### config.mk
export PLATFORM = sky130hd
export DESIGN_NAME = fifo_frame_reader
export DESIGN_NICKNAME = d
export VERILOG_FILES = /design/src/rtl/fifo_frame_pkg.sv /design/src/rtl/frame_rd_buf.sv /design/src/rtl/fifo_frame_reader.sv
export SDC_FILE = /design/constraint.sdc
export NUM_CORES = 1
export LEC_CHECK = 0
export ABC_AREA = 1
export BUFFER_PORTS_ARGS = -buffer_cell sky130_fd_sc_hd__buf_4
export CAP_MARGIN = 20
export CORE_AREA = 2 2 126 128
export DETAILED_ROUTE_END_ITERATION = 12
export DIE_AREA = 0 0 128 130
export HOLD_SLACK_MARGIN = 0.12
export PLACE_DENSITY = 0.58
export SLEW_MARGIN = 40
export SYNTH_ARGS = -nofsm -noshare
export SYNTH_HDL_FRONTEND = slang
export SYNTH_SLANG_ARGS = --single-unit
### constraint.sdc
create_clock -name clk -period 2.9 [get_ports clk]
set_input_delay 0.58 -clock clk [delete_from_list [all_inputs] [get_ports clk]]
set_output_delay 0.58 -clock clk [all_outputs]
set_load 0.01 [all_outputs]
### src/rtl/fifo_frame_pkg.sv
// Shared state encoding and header-field helpers for the FIFO frame reader.
// Header words carry the payload length in the low bits and the frame tag above it.
package fifo_frame_pkg;

    typedef enum logic {
        HDR     = 1'b0,
        PAYLOAD = 1'b1
    } state_e;

    localparam int LEN_WIDTH_DEF = 16;
    localparam int MAX_WORD      = 64;

    // Helpers work on a zero-extended word so any FIFO_WIDTH up to MAX_WORD fits.
    function automatic logic [MAX_WORD-1:0] hdr_len(input logic [MAX_WORD-1:0] word,
                                                    input int len_w);
        logic [MAX_WORD-1:0] mask;
        mask = (64'd1 << len_w) - 64'd1;
        return word & mask;
    endfunction

    function automatic logic [MAX_WORD-1:0] hdr_tag(input logic [MAX_WORD-1:0] word,
                                                    input int len_w);
        return word >> len_w;
    endfunction

endpackage

### src/rtl/frame_rd_buf.sv
// Two-entry word buffer that absorbs the FIFO read latency in front of the frame parser.
// slot0 is always the head; a simultaneous push and pop are both honoured.
module frame_rd_buf
    import fifo_frame_pkg::*;
#(
    parameter int WIDTH = 32
) (
    input  logic             clk,
    input  logic             rst,
    input  logic             push,
    input  logic [WIDTH-1:0] push_data,
    input  logic             pop,
    output logic [1:0]       occ,
    output logic [WIDTH-1:0] head_data
);

    logic [WIDTH-1:0] slot0_q, slot0_d;
    logic [WIDTH-1:0] slot1_q, slot1_d;
    logic [1:0]       occ_q, occ_d;
    logic             do_pop;

    always_comb begin
        slot0_d = slot0_q;
        slot1_d = slot1_q;
        occ_d   = occ_q;
        do_pop  = pop && (occ_q != 2'd0);
        case (occ_q)
            2'd0: begin
                if (push) begin
                    slot0_d = push_data;
                    occ_d   = 2'd1;
                end
            end
            2'd1: begin
                if (push && do_pop) begin
                    slot0_d = push_data;
                end else if (push) begin
                    slot1_d = push_data;
                    occ_d   = 2'd2;
                end else if (do_pop) begin
                    occ_d   = 2'd0;
                end
            end
            default: begin
                // Full: a pop shifts slot1 forward, a concurrent push refills it.
                if (do_pop) begin
                    slot0_d = slot1_q;
                    if (push) begin
                        slot1_d = push_data;
                    end else begin
                        occ_d   = 2'd1;
                    end
                end
            end
        endcase
    end

    always_ff @(posedge clk) begin
        if (rst) begin
            slot0_q <= '0;
            slot1_q <= '0;
            occ_q   <= 2'd0;
        end else begin
            slot0_q <= slot0_d;
            slot1_q <= slot1_d;
            occ_q   <= occ_d;
        end
    end

    assign occ       = occ_q;
    assign head_data = slot0_q;

endmodule

### src/rtl/fifo_frame_reader.sv
// Drains length-prefixed frames from the synchronous FIFO and streams the payload
// to the DSA over valid/ready, stripping the header into last/tag sideband.
module fifo_frame_reader
    import fifo_frame_pkg::*;
#(
    parameter int FIFO_PTR   = 10,
    parameter int FIFO_WIDTH = 32,
    parameter int LEN_WIDTH  = LEN_WIDTH_DEF
) (
    input  logic                            clk,
    input  logic                            rst,
    input  logic                            fifo_empty,
    output logic                            fifo_read_en,
    input  logic [FIFO_WIDTH-1:0]           fifo_read_data,
    output logic                            m_valid,
    input  logic                            m_ready,
    output logic [FIFO_WIDTH-1:0]           m_data,
    output logic                            m_last,
    output logic [FIFO_WIDTH-LEN_WIDTH-1:0] m_tag,
    output logic                            frame_done,
    output logic                            err_zero_len,
    output logic                            busy
);

    localparam int TAG_WIDTH = FIFO_WIDTH - LEN_WIDTH;

    if (FIFO_PTR < 1 || LEN_WIDTH < 1 || FIFO_WIDTH <= LEN_WIDTH || FIFO_WIDTH > MAX_WORD) begin : g_bad_cfg
        $error("fifo_frame_reader: unsupported parameter combination");
    end

    state_e                state_q, state_d;
    logic [LEN_WIDTH-1:0]  rem_q, rem_d;
    logic [TAG_WIDTH-1:0]  tag_q, tag_d;
    logic                  inflight_q, inflight_d;
    logic                  frame_done_q, frame_done_d;
    logic                  err_zero_q, err_zero_d;

    logic [1:0]            occ;
    logic [FIFO_WIDTH-1:0] head;
    logic                  pop_now;
    logic                  handshake;
    logic [2:0]            pending;
    logic [LEN_WIDTH-1:0]  hdr_len_v;
    logic [TAG_WIDTH-1:0]  hdr_tag_v;

    frame_rd_buf #(
        .WIDTH(FIFO_WIDTH)
    ) u_buf (
        .clk      (clk),
        .rst      (rst),
        .push     (inflight_q),
        .push_data(fifo_read_data),
        .pop      (pop_now),
        .occ      (occ),
        .head_data(head)
    );

    // Read issue looks through this cycle's pop so a word per cycle is sustained.
    always_comb begin
        pop_now      = (occ != 2'd0) && ((state_q == HDR) || m_ready);
        handshake    = (state_q == PAYLOAD) && (occ != 2'd0) && m_ready;
        pending      = {1'b0, occ} + {2'b00, inflight_q} - {2'b00, pop_now};
        fifo_read_en = !rst && !fifo_empty && (pending < 3'd2);
        hdr_len_v    = LEN_WIDTH'(hdr_len(MAX_WORD'(head), LEN_WIDTH));
        hdr_tag_v    = TAG_WIDTH'(hdr_tag(MAX_WORD'(head), LEN_WIDTH));
    end

    always_comb begin
        state_d      = state_q;
        rem_d        = rem_q;
        tag_d        = tag_q;
        inflight_d   = fifo_read_en;
        frame_done_d = 1'b0;
        err_zero_d   = 1'b0;
        case (state_q)
            HDR: begin
                if (occ != 2'd0) begin
                    if (hdr_len_v == '0) begin
                        err_zero_d = 1'b1;
                    end else begin
                        rem_d   = hdr_len_v;
                        tag_d   = hdr_tag_v;
                        state_d = PAYLOAD;
                    end
                end
            end
            PAYLOAD: begin
                if (handshake) begin
                    rem_d = rem_q - 1'b1;
                    if (rem_q == LEN_WIDTH'(1)) begin
                        frame_done_d = 1'b1;
                        state_d      = HDR;
                    end
                end
            end
            default: state_d = HDR;
        endcase
    end

    always_ff @(posedge clk) begin
        if (rst) begin
            state_q      <= HDR;
            rem_q        <= '0;
            tag_q        <= '0;
            inflight_q   <= 1'b0;
            frame_done_q <= 1'b0;
            err_zero_q   <= 1'b0;
        end else begin
            state_q      <= state_d;
            rem_q        <= rem_d;
            tag_q        <= tag_d;
            inflight_q   <= inflight_d;
            frame_done_q <= frame_done_d;
            err_zero_q   <= err_zero_d;
        end
    end

    assign m_valid      = (state_q == PAYLOAD) && (occ != 2'd0);
    assign m_data       = head;
    assign m_last       = (state_q == PAYLOAD) && (rem_q == LEN_WIDTH'(1));
    assign m_tag        = tag_q;
    assign frame_done   = frame_done_q;
    assign err_zero_len = err_zero_q;
    assign busy         = (state_q == PAYLOAD) || (occ != 2'd0) || inflight_q;

endmodule

==> metrics.csv <==
metric;value;unit
finalMaxSlewViolations;0;
crit_type;reg -> out;
htree_levels;3;
grt_pass1_vias;4010;
setup_ws;-0.0938;ns
yosysWarningCount;0;
drt_pre_antenna_iters;5;
ant_nets;0;
crit_path_start_kind;flop;
synthDistinctLibCells;34;
ios;90;
min_period;2.99;ns
io_buffers;89;
core;15400;um^2
r2r.worst_path.cells;8;
critPathMaxFanout;2;
timing.fmax;0.334;GHz
post-route-util;38.1;%
setup_viol;1;
leakage;2.71;nW
fin_hold_ws;0.434;ns
drc_errors;0;
p_total;5.92;mW
ir_worst_vdd;0.382;mV
yosysSeqAreaShare;42.4;%
finalWirelength;13200;um
rsz0062_at_grt;yes;
design_area;5880;um^2
grt_max_degree;55;
hold_depth;2;
cpMaxStageDelayCell;fa_1;
cap_viol_max_count;0;
synth_area_leaders;dfxtp_1, nand2_1, nand3_1, o211a_1, a21oi_1;
die_w;128;um
die-height;130;um
max_stage_delay;0.50;ns
num_vias;4520;
antennaDiodeCount;0;
netlist_instances;671;
required;2.32;ns
cp_num_cells;9;
first_iter_violations;234;
use_met3;2.46;%
cts_buffer_depth;2;
area_growth;22.1;%
drive_gt1_share;19.6;%
worst_pin_slew;0.599;ns
finalSetupTns;-0.0938;ns
antenna_found_initial;0;
outcome;finished, violations left;
grt_use_met1;22.8;%
ys.flop_type;dfxtp_1;
hold_buffers;0;
mappedNetlistNets;711;
arrival;2.41;ns
timing.slew.headroom;60.1;%
start_util;31.2;%
setup.worst_path.end_class;output pin;
syn_area_per_cell;7.18;um^2
finalCritPeriodShare;103;%
dp_cells;925;
synthesis.area;4820;um^2
clk_pin_slew;0.07;ns
skew;0.00479;ns
nets;785;
overflow;0;
grt_pass1_wl;21300;um
path_cells;nor2_4 -> a21oi_2 -> ha_1 -> or2_4 -> fa_1 -> inv_2 -> nor4_4 -> buf_4 -> buf_6;
grtUsageTotal;16.2;%
cts_tree;yes;
gp_congestion;0.812;
cp_top_family;adder cells;
grt.met2_usage;24.9;%
hp-class;in -> reg;
synth-edff-count;0;
insertion_delay;0.35;ns
synth_top_area_cell;dfxtp_1;
cts_root_buf;clkbuf_16;
post-dp-hpwl;9040;um
netlist_top_cells_count;nand2_1, dfxtp_1, nor2_1, nand3_1, a21oi_1;
netlist.area_leader.share;42.4;%
wl_per_cell;14.1;um
placed_area;5580;um^2
p_per_area;1010;nW/um^2
viasPerCell;4.80;
layout.cells.non_filler;942;
hold_viol;0;
num_rows;46;
synth.most_common_cell;nand2_1;
cts_sinks;102;
synth-async-reset-ratio;0;%
grt-busiest-layer;met2;
synth_seq_cells;102;
die_area;16600;um^2
crit_buf_inv;3;
pre_cts_ws;-0.305;ns
numCtsBuffers;9;
violations;negative setup slack;
-- state kept, by name, summed over array words and instances (netlist names) --
register         count
state_q              1
inflight_q           1
u_buf.occ            2
frame_done           1
u_buf.slot1_q       32
rem_q               16
err_zero_len         1
u_buf.head_data     32
m_tag               16
-- layer usage --
metal / wire length (um) / up-vias / share of wire, %
li1: - / 2345 / -
met1: 6360 / 2077 / 48
met3: 507 / 14 / 3.8
met2: 6110 / 84 / 46
met4: 259 / 0 / 2.0
met5: 0 / - / 0
-- logic make-up (layout without fill, tap and decap cells) --
kind of cell | count (synthesis) | after routing | share of synthesized area [%]
buffers and inverters | 71 | 150 | 7.51
adder cells (fa/ha/maj) | 4 | 4 | 1.19
flip-flops | 102 | 102 | 42.4
AND/OR/NAND/NOR | 383 | 383 | 33.6
XOR/XNOR | 1 | 1 | 0.182
AO/OA/AOI/OAI | 110 | 110 | 15.1
-- path summary, 6_finish.rpt --
kind,from,end,slack [ns]
max,u_buf.occ[0]$_SDFFE_PP0P_,fifo_read_en,-0.09
min,fifo_empty,inflight_q$_SDFF_PP0_,0.43
max reg2reg,u_buf.occ[0]$_SDFFE_PP0P_,inflight_q$_SDFF_PP0_,0.86
min reg2reg,u_buf.slot1_q[8]$_SDFFE_PP0P_,u_buf.slot1_q[8]$_SDFFE_PP0P_,0.46
-- repair_timing --
action                                  CTS  global route
endpoints found under the setup margin    1             1
buffers inserted                          1             0
cloned                                    0             0
resized for setup                         9             1
pin swaps                                 6             3
-- placed cells by master (no fill, tap or decap), types with 2 or more instances in the layout --
cell type,n
clkbuf_1,2
inv_1,21
ha_1,3
a21oi_1,59
inv_2,10
buf_4,101
o211a_1,31
dfxtp_1,100
nand2_1,220
clkinv_2,3
nand2_4,2
nand3_1,64
inv_6,2
nand2_2,2
clkbuf_16,9
dfxtp_2,2
nor4_1,2
o21ai_1,4
nand3b_1,5
or2_2,2
nor2_2,3
o21ai_0,11
buf_6,2
nor2_1,74
-- layout make-up --
class                           count  area, um^2
Timing Repair Buffer              103         781
Inverter                           31         116
Fill cell                        1675        9540
Clock inverter                      5        32.5
Tap cell                          192         240
Multi-Input combinational cell    498        2430
Clock buffer                       11         233
Sequential cell                   102        2040
-- power by group --
group / switching [mW] / leakage [nW] / total [mW] / internal [mW]
Clock: 0.546 / 0.134 / 1.13 / 0.585
Sequential: 0.334 / 0.831 / 2.07 / 1.74
Combinational: 1.65 / 1.74 / 2.72 / 1.07
No activity file was read; power rests on OpenSTA's default activity.
